[src/rtl/nand_cmd_addr_seq_pkg.sv]
// Shared state encoding and NAND opcode constants for the command/address sequencer.
package nand_pkg;

  typedef enum logic [2:0] {
    IDLE    = 3'd0,
    CMD1    = 3'd1,
    ADDR    = 3'd2,
    CMD2    = 3'd3,
    TWB     = 3'd4,
    WAIT_RB = 3'd5,
    DONE    = 3'd6
  } nand_state_e;

  localparam logic [7:0] CMD_READ1  = 8'h00;
  localparam logic [7:0] CMD_READ2  = 8'h30;
  localparam logic [7:0] CMD_PROG1  = 8'h80;
  localparam logic [7:0] CMD_PROG2  = 8'h10;
  localparam logic [7:0] CMD_ERASE1 = 8'h60;
  localparam logic [7:0] CMD_ERASE2 = 8'hD0;
  localparam logic [7:0] CMD_RESET  = 8'hFF;

  // States that put one byte on the bus using a WE low/high slot.
  function automatic logic is_slot_state(input nand_state_e s);
    return (s == CMD1) || (s == ADDR) || (s == CMD2);
  endfunction

endpackage

[src/rtl/nand_cmd_addr_seq_we_slot_timer.sv]
// Per-slot WE phase counter: WE_LOW_CYC low cycles then WE_HIGH_CYC high cycles,
// with a slot_end pulse on the last cycle of each slot.
module nand_we_slot_timer #(
  parameter int WE_LOW_CYC  = 1,
  parameter int WE_HIGH_CYC = 1
) (
  input  logic clk_i,
  input  logic rst_ni,
  input  logic run_i,
  output logic slot_end_o,
  output logic we_low_next_o
);

  localparam int SLOT_CYC = WE_LOW_CYC + WE_HIGH_CYC;
  localparam int CW       = (SLOT_CYC > 1) ? $clog2(SLOT_CYC) : 1;
  localparam logic [CW-1:0] LAST_CNT = CW'(SLOT_CYC - 1);
  localparam logic [CW-1:0] LOW_CNT  = CW'(WE_LOW_CYC);

  logic [CW-1:0] cnt_q;
  logic [CW-1:0] cnt_d;

  // Phase counter; idles at zero so the next slot always starts with WE low.
  always_comb begin
    slot_end_o = run_i && (cnt_q == LAST_CNT);
    if (run_i && !slot_end_o) begin
      cnt_d = cnt_q + CW'(1);
    end else begin
      cnt_d = '0;
    end
    we_low_next_o = (cnt_d < LOW_CNT);
  end

  // Phase counter register.
  always_ff @(posedge clk_i or negedge rst_ni) begin
    if (!rst_ni) begin
      cnt_q <= '0;
    end else begin
      cnt_q <= cnt_d;
    end
  end

endmodule

[src/rtl/nand_cmd_addr_seq.sv]
// NAND bus sequencer: cmd1, 1..ADDR_BYTES address cycles, optional cmd2 with R/B wait.
// Pins are registered from the next-state decode so they line up with the FSM state.
module nand_cmd_addr_seq
  import nand_pkg::*;
#(
  parameter int ADDR_BYTES  = 4,
  parameter int WE_LOW_CYC  = 1,
  parameter int WE_HIGH_CYC = 1,
  parameter int TWB_CYC     = 2,
  parameter int RB_TIMEOUT  = 1024
) (
  input  logic                               clk,
  input  logic                               rst,
  input  logic                               start,
  input  logic [7:0]                         cmd1,
  input  logic [7:0]                         cmd2,
  input  logic                               use_cmd2,
  input  logic [8*ADDR_BYTES-1:0]            addr,
  input  logic [$clog2(ADDR_BYTES+1)-1:0]    n_addr,
  input  logic                               rb_n,
  output logic                               busy,
  output logic                               done,
  output logic                               timeout,
  output logic                               CE,
  output logic                               CLE,
  output logic                               ALE,
  output logic                               WE,
  output logic [7:0]                         IOX
);

  localparam int NW       = $clog2(ADDR_BYTES + 1);
  localparam int WAIT_MAX = (TWB_CYC > RB_TIMEOUT) ? TWB_CYC : RB_TIMEOUT;
  localparam int WW       = $clog2(WAIT_MAX + 1);
  localparam logic [NW-1:0] ADDR_MAX = NW'(ADDR_BYTES);
  localparam logic [WW-1:0] TWB_LAST = WW'(TWB_CYC - 1);
  localparam logic [WW-1:0] RB_LAST  = WW'(RB_TIMEOUT - 1);

  nand_state_e state_q, state_d;
  logic [NW-1:0] byte_q, byte_d;
  logic [WW-1:0] wait_q, wait_d;

  logic [7:0]              cmd1_q, cmd2_q;
  logic                    use_cmd2_q;
  logic [8*ADDR_BYTES-1:0] addr_q;
  logic [NW-1:0]           n_eff_q;
  logic [NW-1:0]           n_eff_s;

  logic rb_meta_q, rb_sync_q;

  logic       ce_q, ce_d;
  logic       cle_q, cle_d;
  logic       ale_q, ale_d;
  logic       we_q, we_d;
  logic       busy_q, busy_d;
  logic       done_q, done_d;
  logic       timeout_q, timeout_d;
  logic [7:0] iox_q, iox_d;

  logic       accept_s;
  logic       run_s;
  logic       slot_end_s;
  logic       we_low_next_s;
  logic [7:0] addr_byte_s;

  assign run_s = is_slot_state(state_q);

  nand_we_slot_timer #(
    .WE_LOW_CYC  (WE_LOW_CYC),
    .WE_HIGH_CYC (WE_HIGH_CYC)
  ) u_slot_timer (
    .clk_i         (clk),
    .rst_ni        (rst),
    .run_i         (run_s),
    .slot_end_o    (slot_end_s),
    .we_low_next_o (we_low_next_s)
  );

  // Out-of-range address counts fall back to the full address width.
  always_comb begin
    if ((n_addr == '0) || (n_addr > ADDR_MAX)) begin
      n_eff_s = ADDR_MAX;
    end else begin
      n_eff_s = n_addr;
    end
  end

  // Sequencing FSM, address byte index and shared TWB / R/B wait counter.
  always_comb begin
    state_d   = state_q;
    byte_d    = byte_q;
    wait_d    = wait_q;
    timeout_d = timeout_q;
    accept_s  = 1'b0;
    case (state_q)
      IDLE: begin
        if (start) begin
          accept_s  = 1'b1;
          state_d   = CMD1;
          byte_d    = '0;
          timeout_d = 1'b0;
        end else begin
          state_d = IDLE;
        end
      end
      CMD1: begin
        if (slot_end_s) begin
          state_d = ADDR;
        end else begin
          state_d = CMD1;
        end
      end
      ADDR: begin
        if (slot_end_s && (byte_q == n_eff_q - NW'(1))) begin
          state_d = use_cmd2_q ? CMD2 : DONE;
        end else if (slot_end_s) begin
          byte_d = byte_q + NW'(1);
        end else begin
          byte_d = byte_q;
        end
      end
      CMD2: begin
        if (slot_end_s) begin
          state_d = TWB;
          wait_d  = '0;
        end else begin
          state_d = CMD2;
        end
      end
      TWB: begin
        if (wait_q == TWB_LAST) begin
          state_d = WAIT_RB;
          wait_d  = '0;
        end else begin
          wait_d = wait_q + WW'(1);
        end
      end
      WAIT_RB: begin
        // Ready wins over an expiry landing in the same cycle.
        if (rb_sync_q) begin
          state_d = DONE;
        end else if (wait_q == RB_LAST) begin
          state_d   = DONE;
          timeout_d = 1'b1;
        end else begin
          wait_d = wait_q + WW'(1);
        end
      end
      DONE:    state_d = IDLE;
      default: state_d = IDLE;
    endcase
  end

  // Address byte that goes on the bus for the next-state byte index.
  always_comb begin
    addr_byte_s = 8'h00;
    for (int k = 0; k < ADDR_BYTES; k++) begin
      if (byte_d == NW'(k)) begin
        addr_byte_s = addr_q[8*k +: 8];
      end else begin
        addr_byte_s = addr_byte_s;
      end
    end
  end

  // Pin values for the coming cycle, decoded from the next state.
  always_comb begin
    ce_d   = (state_d == IDLE) || (state_d == DONE);
    busy_d = !((state_d == IDLE) || (state_d == DONE));
    done_d = (state_d == DONE);
    cle_d  = (state_d == CMD1) || (state_d == CMD2);
    ale_d  = (state_d == ADDR);
    we_d   = !(is_slot_state(state_d) && we_low_next_s);
    case (state_d)
      CMD1:    iox_d = accept_s ? cmd1 : cmd1_q;
      ADDR:    iox_d = addr_byte_s;
      CMD2:    iox_d = cmd2_q;
      default: iox_d = iox_q;
    endcase
  end

  // FSM state and counters.
  always_ff @(posedge clk or negedge rst) begin
    if (!rst) begin
      state_q <= IDLE;
      byte_q  <= '0;
      wait_q  <= '0;
    end else begin
      state_q <= state_d;
      byte_q  <= byte_d;
      wait_q  <= wait_d;
    end
  end

  // Request capture; inputs are only sampled on the accepting edge.
  always_ff @(posedge clk or negedge rst) begin
    if (!rst) begin
      cmd1_q     <= 8'h00;
      cmd2_q     <= 8'h00;
      use_cmd2_q <= 1'b0;
      addr_q     <= '0;
      n_eff_q    <= ADDR_MAX;
    end else if (accept_s) begin
      cmd1_q     <= cmd1;
      cmd2_q     <= cmd2;
      use_cmd2_q <= use_cmd2;
      addr_q     <= addr;
      n_eff_q    <= n_eff_s;
    end else begin
      cmd1_q     <= cmd1_q;
      cmd2_q     <= cmd2_q;
      use_cmd2_q <= use_cmd2_q;
      addr_q     <= addr_q;
      n_eff_q    <= n_eff_q;
    end
  end

  // Two-flop synchroniser for the asynchronous ready/busy line.
  always_ff @(posedge clk or negedge rst) begin
    if (!rst) begin
      rb_meta_q <= 1'b0;
      rb_sync_q <= 1'b0;
    end else begin
      rb_meta_q <= rb_n;
      rb_sync_q <= rb_meta_q;
    end
  end

  // Registered NAND pins and handshake outputs.
  always_ff @(posedge clk or negedge rst) begin
    if (!rst) begin
      ce_q      <= 1'b1;
      cle_q     <= 1'b0;
      ale_q     <= 1'b0;
      we_q      <= 1'b1;
      busy_q    <= 1'b0;
      done_q    <= 1'b0;
      timeout_q <= 1'b0;
      iox_q     <= 8'h00;
    end else begin
      ce_q      <= ce_d;
      cle_q     <= cle_d;
      ale_q     <= ale_d;
      we_q      <= we_d;
      busy_q    <= busy_d;
      done_q    <= done_d;
      timeout_q <= timeout_d;
      iox_q     <= iox_d;
    end
  end

  assign CE      = ce_q;
  assign CLE     = cle_q;
  assign ALE     = ale_q;
  assign WE      = we_q;
  assign IOX     = iox_q;
  assign busy    = busy_q;
  assign done    = done_q;
  assign timeout = timeout_q;

endmodule

[config.mk]
export PLATFORM = sky130hd
export DESIGN_NAME = nand_cmd_addr_seq
export DESIGN_NICKNAME = d
export VERILOG_FILES = /design/src/rtl/nand_cmd_addr_seq_pkg.sv /design/src/rtl/nand_cmd_addr_seq_we_slot_timer.sv /design/src/rtl/nand_cmd_addr_seq.sv
export SDC_FILE = /design/constraint.sdc
export NUM_CORES = 1
export LEC_CHECK = 0
export CORE_MARGIN = 3
export CORE_UTILIZATION = 50
export DETAILED_ROUTE_END_ITERATION = 12
export PLACE_DENSITY = 0.77
export SYNTH_ARGS = -nofsm -noshare
export SYNTH_HDL_FRONTEND = slang
export SYNTH_HIERARCHICAL = 1
export SYNTH_SLANG_ARGS = --single-unit
[constraint.sdc]
create_clock -name clk -period 3.15 [get_ports clk]
set_input_delay 0.63 -clock clk [delete_from_list [all_inputs] [get_ports clk]]
set_output_delay 0.63 -clock clk [all_outputs]
set_load 0.01 [all_outputs]
* After elaboration in Yosys (flattened, before gate mapping) *
Cells that the tools add are included.
Widths: inputs -> output; s select.

operators by class
  $lt $le $gt $ge = 2
  shift operators = 0
  equal/unequal tests = 20
  mux-type cells = 32
  div/mod/pow operators = 0
  reduce and logical (&&, ||, !) cells = 23
  add/subtract/negate cells = 4
  multiply operators = 0
  bitwise operators = 0

operator list
  operator               number
  $mux 11                4
  $mux 8                 5
  $pmux 11 s3            1
  $mux 3                 10
  $pmux 8 s3             1
  $eq 3x2->1 const B     6
  $pmux 3 s6             1
  $logic_not 3->1        4
  $add 11x1->11 const B  1
  $eq 11x1->1 const B    1
  $eq 11x10->1 const B   1
  $ne 2x2->1 const B     5
  $eq 3x1->1 const B     3
  $eq 3x3->1 const B     3
  $reduce_and 4->1       2
  $logic_or 1x1->1       7
  $mux 1                 7
  $pmux 3 s2             1
  $reduce_bool 3->1      2
  $logic_and 1x1->1      4
  $add 3x1->3 const B    1
  $eq 3x3->1             1
  $gt 3x3->1 const B     1
  $logic_not 1->1        3
  other kinds (6)        6

word-level totals
  latch bits = 0
  ROM bits = 0
  register bits = 87
  input bits = 56
  logic and storage cells = 100
  RAM bits = 0
  memories = 0
  output and inout port bits = 15

* Longest topological paths before layout *
  depth in word-level cells = 13
  mapped depth = 12
  depth with buffers taken out = 10

* By module *
Netlist, hierarchy kept.

by module, submodules not included
  module              instances  area each (um2)  seq. area each (um2)  cells an instance
  nand_cmd_addr_seq   1          4125.2           2155.8                434
  nand_we_slot_timer  1          47.5             25.0                  4

* Least setup slack after synthesis *
Ideal clock, no wire load.

  path type = flip-flop to flip-flop
  from = register state_q[0]
  to = register wait_q[8]
  data arrival time = 2.533 ns
  cell stages (with the launch flop) = 11
  slack = 0.538 ns
  library setup time = 0.079 ns
  period minus slack after synthesis = 2.612 ns
  cells stage by stage = dfrtp_1 clkbuf_1 nor2_1 nor2_1 and2_2 or3b_1 o41a_1 buf_6 a21o_4 or4_1 a21oi_1

between the ends
  word-level cells in the longest chain between the ends = 6
  elaborated cells on any way between the ends = 14
  classes of those cells = 8 x eq/ne; 1 x mux; 5 x reduce/logical

ends and longest elaborated chain
  item                                      line                                   text
  start: declaration                        nand_cmd_addr_seq.sv:38                nand_state_e state_q, state_d;
  start signal: assignment                  nand_cmd_addr_seq.sv:188               state_q <= state_d;
  $eq 3x1->1 or $eq 3x2->1 (tied branches)  nand_cmd_addr_seq_pkg.sv:24            return (s == CMD1) || (s == ADDR) || (s == CMD2);
  $logic_or 1x1->1                          nand_cmd_addr_seq_pkg.sv:24
  $logic_or 1x1->1 *                        nand_cmd_addr_seq_pkg.sv:24
  via run_s                                 nand_cmd_addr_seq.sv:60                logic run_s;
  $logic_and 1x1->1 *                       nand_cmd_addr_seq_we_slot_timer.sv:24  slot_end_o = run_i && (cnt_q == LAST_CNT);
  via slot_end_s                            nand_cmd_addr_seq.sv:61                logic slot_end_s;
  $ne 2x2->1 (no source line) *             -
  $reduce_and 4->1 (no source line) *       -
  end signal: assignment                    nand_cmd_addr_seq.sv:190               wait_q <= wait_d;
  end: declaration                          nand_cmd_addr_seq.sv:40                logic [WW-1:0] wait_q, wait_d;

Mark *: on every way through the listed nets, which the timed path passes. The rest lies on a longest branch.
A chain may end at the register's enable or synchronous reset.

==> impl_results.md <==
- Pwr dens: 965 nW/um^2
- Slowest cell on the critical path: a2111oi_2
- Synth Flop Type: dfrtp_1
- Post-synthesis sequential area ratio: 52.3%
- Startpoint type of the worst setup path: register
- Post-synth EDFFs: 0
- Fin util: 65.7%
- WP buf/inv: 1
- Wire length per cell: 15.7 um
- Root buffer cell: clkbuf_8
- Hold Buf Count CTS: 0
- Synth Register Bits: 87
- Crit path DAT: 3.13 ns
- Mapped Cells: 438
- Vias after detailed routing: 3447
- Residual DRC: 0
- Final number of hold-violating endpoints: 0
- Share of power burned in registers: 37.2%
- CP Depth: 8
- Crit path to: wait_q[7]$_DFFE_PN0P_
- NetSw: 1.98 mW
- Worst hold path type: register to register
- Core area: 7930 sq um
- Syn_nets: 499
- Ys async rst share: 100%
- Worst Reg-to-Reg Cells: 8
- GRT Resource Usage Total: 21.0%
- Maximum vdd ir drop: 0.533 mV
- Initial DRT Pass Iterations: 5
- Worst hold slack: 0.353 ns
- Sw Share: 39.5%
- Cell chain of the critical path: inv_1, ha_1, xnor2_1, or2_2, o41a_1, a2111oi_2, a31oi_1, o21ba_2
- Least-Margin Pin Slew: 1.07 ns
- Total grt overflow: 0
- Initial core utilization: 52.6%
- Post-CTS Setup Repair Bufs: 0
- Vias per cell: 5.58
- TritonCTS Buffers: 9
- First-pass GRT wire length: 16100 um
- Die footprint: 9480 sq um
- Chip width: 97.4 um
- CP startpoint: n_eff_q[0]$_DFFE_PN0P_
- Bufs on Longest Clock Path: 2
- Synthesized area per cell: 9.53 sq um
- CTS tree: built
- Internal Pwr Total: 3.04 mW
- Setup Crit Path Kind: register to register
- Commonest non-fill, non-tap cell in the layout: nand2_1
- Status: finished clean
- Setup violations, final: 0
- Max-slew violations: 0
- Antenna Nets Post-Route: 0
- Total length of routed wires: 9720 um
- Layout Skew: 0.00785 ns
- Io pins: 71
- Combinational fraction of design power: 45.7%
- Maxcap violations: 0
- Clock power frac: 17.1%
- TritonCTS Sinks: 87
- Leakage: 2.38 nW
- Vias in the first global route: 3337
- H-tree depth: 3
- R2R Setup Slk: 0.26 ns
- Pin count of the biggest net entering global routing: 88
- Synth area leaders: dfrtp_1 (50%), nand2_1 (15%), mux2_2 (2.4%)
- Crit path largest cell delay: 0.59 ns
- DR iter-0 viols: 232
- Post-DP HPWL: 6930 um
- Share of layout cells above drive strength 1: 11.8%
- Post-synth top area share: 50.4%
- Crit path time final: 2.89 ns
- Nets@finish: 572
- RSZ-0062 raised after global routing: false
- Crit end category: register
- Number of cell rows: 32
- Max transition margin: 29.0%
- Reg2reg end: wait_q[7]$_DFFE_PN0P_
- Post-Syn Area: 4170 sq um
- Area leader, netlist: dfrtp_1
- Initial antenna violation count: 0
- Post-CTS resize count: 0
- Max Freq: 346 MHz
- Die extent in y: 97.4 um
- P&R area growth vs syn: 24.8%
- Worst-Skew Late Latency: 0.36 ns
- Setup TNS: 0 ns
- Ant diodes: 0
- Crit path max-delay family: compound AO/OA/AOI/OAI gates
- GPL Wtd Cong: 0.876
- Library cells used by synthesis: 59
- Reg clk slew, reported paths: 0.09 ns
- Synthesis Warnings: 6
- Port Buf Inserts: 70
- Reg2reg start: n_eff_q[0]$_DFFE_PN0P_
- Period utilization: 91.6%
- Most frequent cells in the layout: nand2_1 (168), dfrtp_1 (84), clkdlybuf4s50_1 (69)
- Req. time, crit path: 3.40 ns
- Worst-path fanout max: 8
[worst min-delay path by stage]
stage	start	to	slack, ns	depth (start not counted)
finish	rb_meta_q$_DFF_PN0_	rb_sync_q$_DFF_PN0_	0.35	0
global route	rb_meta_q$_DFF_PN0_	rb_sync_q$_DFF_PN0_	0.36	0
CTS	rb_meta_q$_DFF_PN0_	rb_sync_q$_DFF_PN0_	0.36	0
detailed placement	rb_meta_q$_DFF_PN0_	rb_sync_q$_DFF_PN0_	0.34	0
global placement	rb_meta_q$_DFF_PN0_	rb_sync_q$_DFF_PN0_	0.33	0
floorplan	rst	ALE$_DFF_PN0_	0.33	0
[synth_stat cells, types with 2 or more instances]
| cell | count |
|---|---|
| nor3_1 | 3 |
| o2bb2ai_1 | 8 |
| or4_1 | 2 |
| nand4_1 | 3 |
| nor2b_1 | 2 |
| nor2_1 | 10 |
| nor4b_2 | 2 |
| a21oi_1 | 11 |
| o21ai_0 | 4 |
| dfstp_2 | 3 |
| or3_1 | 2 |
| nand3_1 | 6 |
| o31ai_1 | 3 |
| a2111oi_2 | 4 |
| buf_2 | 3 |
| inv_1 | 14 |
| nand2b_1 | 13 |
| ha_1 | 5 |
| nand3b_1 | 2 |
| o221ai_1 | 9 |
| or2_2 | 4 |
| buf_6 | 3 |
| mux2_2 | 9 |
| clkbuf_1 | 11 |
| xnor2_1 | 8 |
| a211oi_1 | 2 |
| dfrtp_1 | 84 |
| a22oi_1 | 8 |
| and2_1 | 3 |
| nand2_1 | 168 |
[metrics by stage]
stage               cells  area (sq um)  setup slack, ns  total power, mW
global placement      602          4990           0.0871             4.07
floorplan             438          4170            0.538             3.40
finish                618          5210            0.263             5.03
CTS                   618          5210            0.315             5.03
detailed placement    602          4990          -0.0308             4.17
global route          618          5210           0.0712             5.39
[cell families after synthesis]
logic type | Yosys count | synth area share, %
AND/OR/NAND/NOR | 230 | 24.8
flip-flops | 87 | 52.3
AO/OA/AOI/OAI | 63 | 12.4
buffers and inverters | 33 | 3.69
multiplexers | 11 | 3.12
XOR/XNOR | 9 | 2.25
adder cells (fa/ha/maj) | 5 | 1.50
[final cells by class]
| type | instances | area, sq um |
|---|---|---|
| Multi-Input combinational cell | 318 | 1850 |
| Timing Repair Buffer | 81 | 781 |
| Tap cell | 102 | 128 |
| Clock buffer | 10 | 128 |
| Fill cell | 659 | 2720 |
| Inverter | 14 | 52.6 |
| Sequential cell | 87 | 2180 |
| Clock inverter | 6 | 92.6 |
[layer usage]
layer	GRT usage, %	vias up	share of wire (%)
li1	-	1626	-
met1	30.6	1678	46
met2	31.4	122	46
met3	3.88	21	6.5
met4	8.41	0	2.1
met5	0	-	0
[power by group through the flow]
stage	clock [mW]	combinational (mW)	sequential [mW]
2_1_floorplan	0	1.60	1.81
3_3_place_gp	0	2.19	1.88
3_5_place_dp	0	2.29	1.87
4_1_cts	0.871	2.30	1.87
5_1_grt	0.921	2.55	1.91
6_report	0.859	2.30	1.87
[registers in the layout, summed over array words and instances (netlist names), 3 cells and up]
register,cells
cmd2_q,8
n_eff_q,3
wait_q,11
cmd1_q,8
IOX,8
state_q,3
byte_q,3
addr_q,32
No activity file was read; power rests on OpenSTA's default activity.
